File: config.mk
export PLATFORM = sky130hd
export DESIGN_NAME = seg7_scan_decoder_flat
export DESIGN_NICKNAME = d
export VERILOG_FILES = /design/src/rtl/seg7_scan_if.sv /design/src/rtl/seg7_scan_decoder.sv /design/src/flat_wrapper.sv
export SDC_FILE = /design/constraint.sdc
export NUM_CORES = 1
export LEC_CHECK = 0
export CORE_MARGIN = 8
export CORE_UTILIZATION = 36
export DETAILED_ROUTE_END_ITERATION = 12
export GPL_ROUTABILITY_DRIVEN = 0
export SYNTH_ARGS = -nofsm -noshare
export SYNTH_HDL_FRONTEND = slang
export SYNTH_SLANG_ARGS = --single-unit
export TNS_END_PERCENT = 1
File: constraint.sdc
create_clock -name clk -period 3.1 [get_ports clk]
set_clock_uncertainty 0.1 [all_clocks]
set_input_delay 0.465 -clock clk [delete_from_list [all_inputs] [get_ports clk]]
set_output_delay 0.465 -clock clk [all_outputs]
set_load 0.02 [all_outputs]
File: src/rtl/seg7_scan_if.sv
// Bus bundle between a multiplexed common-anode 7-seg driver and the scan decoder.
// The master drives the pads and clr; the slave returns the recovered digit state.
interface seg7_scan_if #(
  parameter int unsigned NUM_DIGITS = 4
);
  logic [7:0]              seg;
  logic [NUM_DIGITS-1:0]   an;
  logic                    clr;
  logic [4*NUM_DIGITS-1:0] digits;
  logic [NUM_DIGITS-1:0]   dp;
  logic [NUM_DIGITS-1:0]   digit_vld;
  logic                    upd;
  logic [2:0]              upd_idx;
  logic                    err_bad;
  logic                    err_multi;

  modport master (
    output seg, an, clr,
    input  digits, dp, digit_vld, upd, upd_idx, err_bad, err_multi
  );

  modport slave (
    input  seg, an, clr,
    output digits, dp, digit_vld, upd, upd_idx, err_bad, err_multi
  );
endinterface

File: src/rtl/seg7_scan_decoder.sv
// Watches a multiplexed common-anode 7-seg bus and recovers each digit's hex nibble and dp.
// A sample is evaluated once per window after it has been stable for STABLE_CYCLES.
module seg7_scan_decoder #(
  parameter int unsigned NUM_DIGITS    = 4,
  parameter int unsigned STABLE_CYCLES = 4
) (
  input logic      clk,
  input logic      rst_n,
  seg7_scan_if.slave bus
);

  localparam int unsigned W  = NUM_DIGITS + 8;
  localparam int unsigned CW = $clog2(STABLE_CYCLES);
  localparam logic [CW-1:0] CntMax = CW'(STABLE_CYCLES - 1);

  localparam logic [0:0] StSettle = 1'b0;
  localparam logic [0:0] StHeld   = 1'b1;

  logic [W-1:0]            sync1_q, samp_q, samp_prev_q;
  logic [CW-1:0]           cnt_q, cnt_d;
  logic [0:0]              state_q, state_d;
  logic [4*NUM_DIGITS-1:0] digits_q, digits_d;
  logic [NUM_DIGITS-1:0]   dp_q, dp_d;
  logic [NUM_DIGITS-1:0]   vld_q, vld_d;
  logic                    upd_q, upd_d;
  logic [2:0]              upd_idx_q, upd_idx_d;
  logic                    err_bad_q, err_bad_d;
  logic                    err_multi_q, err_multi_d;

  logic                  same;
  logic                  eval;
  logic [NUM_DIGITS-1:0] samp_an;
  logic [7:0]            samp_seg;
  logic [3:0]            low_cnt;
  logic [2:0]            low_idx;
  logic                  hit;
  logic [3:0]            nib;

  // Returns {hit, nibble} for an active-low g..a pattern.
  function automatic logic [4:0] seg_decode(input logic [6:0] s);
    case (s)
      7'h40:   seg_decode = 5'h10;
      7'h79:   seg_decode = 5'h11;
      7'h24:   seg_decode = 5'h12;
      7'h30:   seg_decode = 5'h13;
      7'h19:   seg_decode = 5'h14;
      7'h12:   seg_decode = 5'h15;
      7'h02:   seg_decode = 5'h16;
      7'h78:   seg_decode = 5'h17;
      7'h00:   seg_decode = 5'h18;
      7'h10:   seg_decode = 5'h19;
      7'h08:   seg_decode = 5'h1A;
      7'h03:   seg_decode = 5'h1B;
      7'h46:   seg_decode = 5'h1C;
      7'h21:   seg_decode = 5'h1D;
      7'h06:   seg_decode = 5'h1E;
      7'h0E:   seg_decode = 5'h1F;
      default: seg_decode = 5'h00;
    endcase
  endfunction

  assign samp_an  = samp_q[W-1:8];
  assign samp_seg = samp_q[7:0];
  assign same     = (samp_q == samp_prev_q);
  assign eval     = (state_q == StSettle) && same && (cnt_q == CntMax);
  assign {hit, nib} = seg_decode(samp_seg[6:0]);

  always_comb begin
    low_cnt = '0;
    low_idx = '0;
    for (int i = 0; i < int'(NUM_DIGITS); i++) begin
      if (!samp_an[i]) begin
        low_cnt = low_cnt + 4'd1;
        low_idx = 3'(i);
      end
    end
  end

  always_comb begin
    cnt_d = '0;
    if (same) begin
      cnt_d = (cnt_q == CntMax) ? cnt_q : cnt_q + CW'(1);
    end
  end

  always_comb begin
    state_d = state_q;
    case (state_q)
      StSettle: if (eval) state_d = StHeld;
      StHeld:   if (!same) state_d = StSettle;
      default:  state_d = StSettle;
    endcase
  end

  // clr is applied first so an evaluation in the same cycle can set bits back.
  always_comb begin
    digits_d    = digits_q;
    dp_d        = dp_q;
    vld_d       = bus.clr ? '0 : vld_q;
    err_bad_d   = bus.clr ? 1'b0 : err_bad_q;
    err_multi_d = bus.clr ? 1'b0 : err_multi_q;
    upd_d       = 1'b0;
    upd_idx_d   = upd_idx_q;
    if (eval) begin
      if (low_cnt == 4'd1) begin
        if (hit) begin
          for (int i = 0; i < int'(NUM_DIGITS); i++) begin
            if (!samp_an[i]) begin
              digits_d[4*i +: 4] = nib;
              dp_d[i]            = ~samp_seg[7];
              vld_d[i]           = 1'b1;
            end
          end
          upd_d     = 1'b1;
          upd_idx_d = low_idx;
        end else begin
          err_bad_d = 1'b1;
        end
      end else if (low_cnt > 4'd1) begin
        err_multi_d = 1'b1;
      end
    end
  end

  always_ff @(posedge clk or negedge rst_n) begin
    if (!rst_n) begin
      sync1_q     <= '1;
      samp_q      <= '1;
      samp_prev_q <= '1;
      cnt_q       <= '0;
      state_q     <= StSettle;
      digits_q    <= '0;
      dp_q        <= '0;
      vld_q       <= '0;
      upd_q       <= 1'b0;
      upd_idx_q   <= '0;
      err_bad_q   <= 1'b0;
      err_multi_q <= 1'b0;
    end else begin
      sync1_q     <= {bus.an, bus.seg};
      samp_q      <= sync1_q;
      samp_prev_q <= samp_q;
      cnt_q       <= cnt_d;
      state_q     <= state_d;
      digits_q    <= digits_d;
      dp_q        <= dp_d;
      vld_q       <= vld_d;
      upd_q       <= upd_d;
      upd_idx_q   <= upd_idx_d;
      err_bad_q   <= err_bad_d;
      err_multi_q <= err_multi_d;
    end
  end

  assign bus.digits    = digits_q;
  assign bus.dp        = dp_q;
  assign bus.digit_vld = vld_q;
  assign bus.upd       = upd_q;
  assign bus.upd_idx   = upd_idx_q;
  assign bus.err_bad   = err_bad_q;
  assign bus.err_multi = err_multi_q;

endmodule

File: src/flat_wrapper.sv
// flat-port wrapper written by rule: the top's interface ports become plain ports
module seg7_scan_decoder_flat 
#(
  parameter int unsigned NUM_DIGITS    = 4,
  parameter int unsigned STABLE_CYCLES = 4
)
  (clk, rst_n, bus_seg, bus_an, bus_clr, bus_digits, bus_dp, bus_digit_vld, bus_upd, bus_upd_idx, bus_err_bad, bus_err_multi);
  seg7_scan_if #(.NUM_DIGITS(NUM_DIGITS)) bus_i ();
  input logic clk;
  input logic rst_n;
  input wire logic [$bits(bus_i.seg)-1:0] bus_seg;
  input wire logic [$bits(bus_i.an)-1:0] bus_an;
  input wire logic [$bits(bus_i.clr)-1:0] bus_clr;
  output wire logic [$bits(bus_i.digits)-1:0] bus_digits;
  output wire logic [$bits(bus_i.dp)-1:0] bus_dp;
  output wire logic [$bits(bus_i.digit_vld)-1:0] bus_digit_vld;
  output wire logic [$bits(bus_i.upd)-1:0] bus_upd;
  output wire logic [$bits(bus_i.upd_idx)-1:0] bus_upd_idx;
  output wire logic [$bits(bus_i.err_bad)-1:0] bus_err_bad;
  output wire logic [$bits(bus_i.err_multi)-1:0] bus_err_multi;
  assign bus_i.seg = bus_seg;
  assign bus_i.an = bus_an;
  assign bus_i.clr = bus_clr;
  assign bus_digits = bus_i.digits;
  assign bus_dp = bus_i.dp;
  assign bus_digit_vld = bus_i.digit_vld;
  assign bus_upd = bus_i.upd;
  assign bus_upd_idx = bus_i.upd_idx;
  assign bus_err_bad = bus_i.err_bad;
  assign bus_err_multi = bus_i.err_multi;
  seg7_scan_decoder #(.NUM_DIGITS(NUM_DIGITS), .STABLE_CYCLES(STABLE_CYCLES)) u_core (.clk(clk), .rst_n(rst_n), .bus(bus_i));
endmodule
# Yosys cells after proc, flatten, opt, wreduce, memory -nomap -nowiden
# Index checks and enable logic that the tools add are counted.
# W data, S select, Z words.
[totals]
regBits = 69
in_bits = 15
output_inout_bits = 30
wordCells = 88
[op_classes]
addsub = 4
n_mux = 32
n_reduce_logical = 8
order_cmp = 1
n_eq_ne = 19
n_bitwise = 6
[ops]
columns = ["operator", "n"]
rows = [
  ["$pmux W5 S16", 1],
  ["$eq A7 B7 Y1 const B", 4],
  ["$mux W4", 7],
  ["$eq A7 B5 Y1 const B", 3],
  ["$eq A7 B6 Y1 const B", 3],
  ["$mux W1", 19],
  ["$reduce_and A4 Y1", 4],
  ["$eq A7 B2 Y1 const B", 2],
  ["$eq A7 B4 Y1 const B", 2],
  ["$eq A12 B12 Y1", 1],
  ["$add A4 B1 Y4 const B", 2],
  ["$mux W2", 4],
  ["$eq A7 B3 Y1 const B", 1],
  ["$logic_not A7 Y1", 1],
  ["$not A1 Y1", 6],
  ["$eq A4 B1 Y1 const B", 1],
  ["$gt A4 B1 Y1 const B", 1],
  ["$reduce_and A3 Y1", 1],
  ["$add A1 B1 Y2 const B", 1],
  ["$add A2 B1 Y2 const B", 1],
  ["$eq A2 B2 Y1 const B", 1],
  ["$logic_and A1 B1 Y1", 2],
  ["$ne A2 B2 Y1 const B", 1],
  ["$pmux W1 S2", 1],
]

# Depth between registers and ports, before layout
[logic_depth]
ltp_word = 11
mapped_depth = 9
mapped_depth_nobuf = 9

# Worst setup path before layout
# OpenSTA, ideal clock, no wires.
[synth_timing]
kind = "reg2reg"
from = "reg u_core.samp_q[8]"
to = "reg u_core.digits_q[12], in the netlist u_core.bus.digits[12]"
arrival_ns = 2.335
slack_ns = 0.540
required_time_ns = 2.875
synth_period_minus_slack_ns = 2.560
stages_incl_launch_ff = 8
n_path_buf = 0
setup_time_ns = 0.125
path_cell_list = "dfstp_2 -> inv_1 -> ha_1 -> xnor2_2 -> ha_1 -> nor4_1 -> o2111a_2 -> mux2_2"
[synth_between]
elab_chain_len = 9
word_cells_on_any_way = 12
classes_between = "add/sub: 3; eq/ne: 2; mux: 4; reduce/logical: 3"
[synth_rtl]
columns = ["element", "line_no", "rtl"]
rows = [
  ["start, declared", "seg7_scan_decoder.sv:19", "logic [W-1:0] sync1_q, samp_q, samp_prev_q;"],
  ["start signal, assigned", "seg7_scan_decoder.sv:141", "samp_q <= sync1_q;"],
  ["$mux W1", "seg7_scan_decoder.sv:72", "if (!samp_an[i]) begin"],
  ["$add A1 B1 Y2", "seg7_scan_decoder.sv:73", "low_cnt = low_cnt + 4'd1;"],
  ["$mux W4", "seg7_scan_decoder.sv:72", ""],
  ["$add A4 B1 Y4", "seg7_scan_decoder.sv:73", ""],
  ["$mux W4", "seg7_scan_decoder.sv:72", ""],
  ["$add A4 B1 Y4", "seg7_scan_decoder.sv:73", ""],
  ["$mux W4", "seg7_scan_decoder.sv:72", ""],
  ["$eq A4 B1 Y1", "seg7_scan_decoder.sv:105", "if (low_cnt == 4'd1) begin"],
  ["$reduce_and A4 Y1 (no line) *", "--", ""],
  ["end signal, assigned", "seg7_scan_decoder.sv:145", "digits_q <= digits_d;"],
  ["end, declared", "seg7_scan_decoder.sv:22", "logic [4*NUM_DIGITS-1:0] digits_q, digits_d;"],
]
# Every way passes the cells marked *; elsewhere a longest branch is shown, timed or not.
# A chain may end at the register's enable or synchronous reset.

# Final worst setup path
[layout_timing]
from = "reg u_core.samp_q[8]"
to = "reg u_core.digits_q[13], in the netlist u_core.bus.digits[13]"
# Same word-level chain as after synthesis.

==> flow_summary.yaml <==
run_status:
  status: "completed"
finish:
  syn2layout_area_growth_pct: 24.5
  final_cell_mix: "clkdlybuf4s50_1 (42), dfstp_2 (36), dfrtp_1 (32)"
  fillers: 701
  final_cells: 367
  fin_nets: 279
  diodes: 0
  drive_above_1_share_pct: 30.6
  final_common_cell: "clkdlybuf4s50_1"
clocking:
  cts_resized: 0
  clock_sinks: 68
  clk_pin_slew_ns: 0.08
  cts-root-buf: "clkbuf_8"
  clk_latency_ns: 0.34
  h-tree-depth: 3
  hold_buffers: 0
  clockBufferDepth: 2
  cts_setup_buffers: 0
  tritoncts: "yes"
  numCtsBuffers: 9
placed_design:
  dp_hpwl_mm: 3.99
  dp_slack_ns: 0.336
  portBuffers: 43
  dp.cells: 351
die:
  row_count: 32
  io_pins: 45
  dieArea_um2: 11100
  initial_core_util_pct: 37.2
  die_h_um: 105
  die_x_um: 105
  core-area_um2: 7730
power:
  clockPowerShare_pct: 40.1
  switching_share_pct: 24.5
  vdd_drop_max_uv: 293
  power_frac_comb_pct: 6.5
  p_sw_uw: 441
  power.internal_uw: 1360
  p_seq_share_pct: 53.4
  power_density_nw_per_um2: 503
  power_leakage_uw: 0.00155
sta:
  setup_viol: 0
  max_slew_margin_pct: 54.0
  clock.fmax_mhz: 360
  finalSetupTns_ns: 0
  tightest_slew_ns: 0.690
  hold_viol_final: 0
  finalWorstSetupSlack_ns: 0.319
  rsz0062_at_grt: "false"
  drv_slew: 0
  fin_crit_ns: 2.78
  finalCritPeriodShare_pct: 89.7
yosys:
  yosysWarnings: 0
  syn_nets: 233
  avgSynthCellArea_um2: 13.4
  synth_area_leaders: "dfstp_2 (33%), dfrtp_1 (28%), mux2_2 (6.7%)"
  synthCells: 214
  ys_seq_elements: 68
  ys.flop_type: "dfstp_2"
  yosys.area.top_type: "dfstp_2"
  yosysTopAreaCellShare_pct: 32.9
  synth_edf_count: 0
  syn-cell-area_um2: 2880
  async_flop_share_pct: 100
  seq_area_frac_synth_pct: 60.7
  synth_cell_type_count: 48
global_route:
  antenna_found_initial: 0
  grt_max_degree: 38
  grt_use_total_pct: 11.1
  grt_pass1_vias: 1852
  grt_pass1_wl_mm: 9.74
  gr-total-overflow: 0
worst_hold_path:
  hold_class: "in2async"
detailed_routing:
  wl_per_cell_um: 15.6
  drtPass1Iterations: 4
  drt.antenna.violating_nets: 0
  routed_via_density: 4.87
  drt-initial-drc-count: 142
  wirelength_mm: 5.73
  vias: 1786
  drc: 0
worst_setup_path:
  worstPathCellList: "inv_1 > ha_1 > xnor2_2 > ha_1 > nor4_1 > o2111a_2 > mux2_2"
  slowest_delay_ns: 0.59
  reg2reg_depth: 7
  crit_slowest_cell: "dfstp_2"
  critPathArrivalTime_ns: 2.90
  cp-end-kind: "register"
  crit_type: "reg2reg"
  startpoint_type: "register"
  critical_path_peak_fanout: 6
  crit_required_ns: 3.22
  critical_path.most_common_cell: "ha_1"
job:
  cap_violations: 0
## power groups by stage
stage                     clock network (uW)  logic, uW  registers, uW
after floorplan                            0       87.1            958
after global placement                     0        118            976
after detailed placement                   0        118            977
after CTS                                753        119            962
after global routing                     785        131            966
final                                    723        117            962
## layout make-up
cell class	instances	area [um2]	area share [%]
Inverter	16	60.1	1.68
Multi-Input combinational cell	121	1000	28.0
Clock inverter	7	76.3	2.13
Clock buffer	9	124	3.46
Sequential cell	68	1750	48.8
Timing Repair Buffer	44	445	12.4
Tap cell	102	128	3.56
## per-stage QoR
step	utilization (%)	hold WS, ns	power, uW	area, um2
6_report	46.4	0.0581	1800	3580
5_1_grt	46.4	0.0909	1880	3580
4_1_cts	46.4	0.0582	1830	3580
3_5_place_dp	43.8	0.247	1100	3380
3_3_place_gp	43.8	0.246	1090	3380
2_1_floorplan	-	0.0694	1040	2880
## Yosys cell counts (5+ instances only)
cell,number
dfrtp_1,32
dfstp_2,36
inv_1,16
mux2_2,17
mux2i_1,6
nand2_1,5
nand4_1,5
nor2_1,5
nor3_1,6
nor4_1,7
o21ai_0,5
xnor2_1,13
## per-layer routing
| metal | track usage [%] | vias to the layer above | share of wire, % |
|---|---|---|---|
| met1 | 14.2 | 890 | 46 |
| met5 | 0 | - | 0 |
| met2 | 16.3 | 41 | 48 |
| met3 | 3.96 | 6 | 5.0 |
| met4 | 5.20 | 0 | 1.1 |
| li1 | - | 849 | - |
## kinds of logic after synthesis
family | synth area share, %
buf+inv | 4.48
flops | 60.7
simple gates | 10.6
compound gates | 7.52
mux | 9.13
other cells | 0.130
fa+ha+maj | 1.74
xor+xnor | 5.70
## registers in the layout, summed over array words and instances (netlist names)
| signal | flops |
|---|---|
| u_core.bus.upd | 1 |
| u_core.samp_prev_q | 12 |
| u_core.state_q | 1 |
| u_core.bus.upd_idx | 2 |
| u_core.bus.err_bad | 1 |
| u_core.cnt_q | 2 |
| u_core.samp_q | 12 |
| u_core.sync1_q | 12 |
| u_core.bus.digits | 16 |
| u_core.bus.err_multi | 1 |
| u_core.bus.dp | 4 |
| u_core.bus.digit_vld | 4 |
## final timing paths
kind / from / end / slack (ns)
setup / recovery: u_core.samp_q[8] / u_core.bus.digits[13] / 0.32
hold / removal: rst_n / u_core.bus.dp[0] / 0.06
setup reg to reg: u_core.samp_q[8] / u_core.bus.digits[13] / 0.32
hold reg to reg: u_core.sync1_q[3] / u_core.samp_q[3] / 0.26
max in group asynchronous: rst_n / u_core.samp_q[9] / 2.13
min in group clk: u_core.sync1_q[3] / u_core.samp_q[3] / 0.26
## critical path, delay by kind of cell, from the launching register on
family | cells | cell delay (ns)
AOI/OAI and AO/OA | 1 | 0.37
xor gates and xnor gates | 1 | 0.27
adders and majority gates | 2 | 0.64
buffers and inverters | 1 | 0.06
DFF | 1 | 0.59
muxes | 1 | 0.36
and+or+nand+nor | 1 | 0.29
Note: power is estimated with default switching activity, not from simulation.
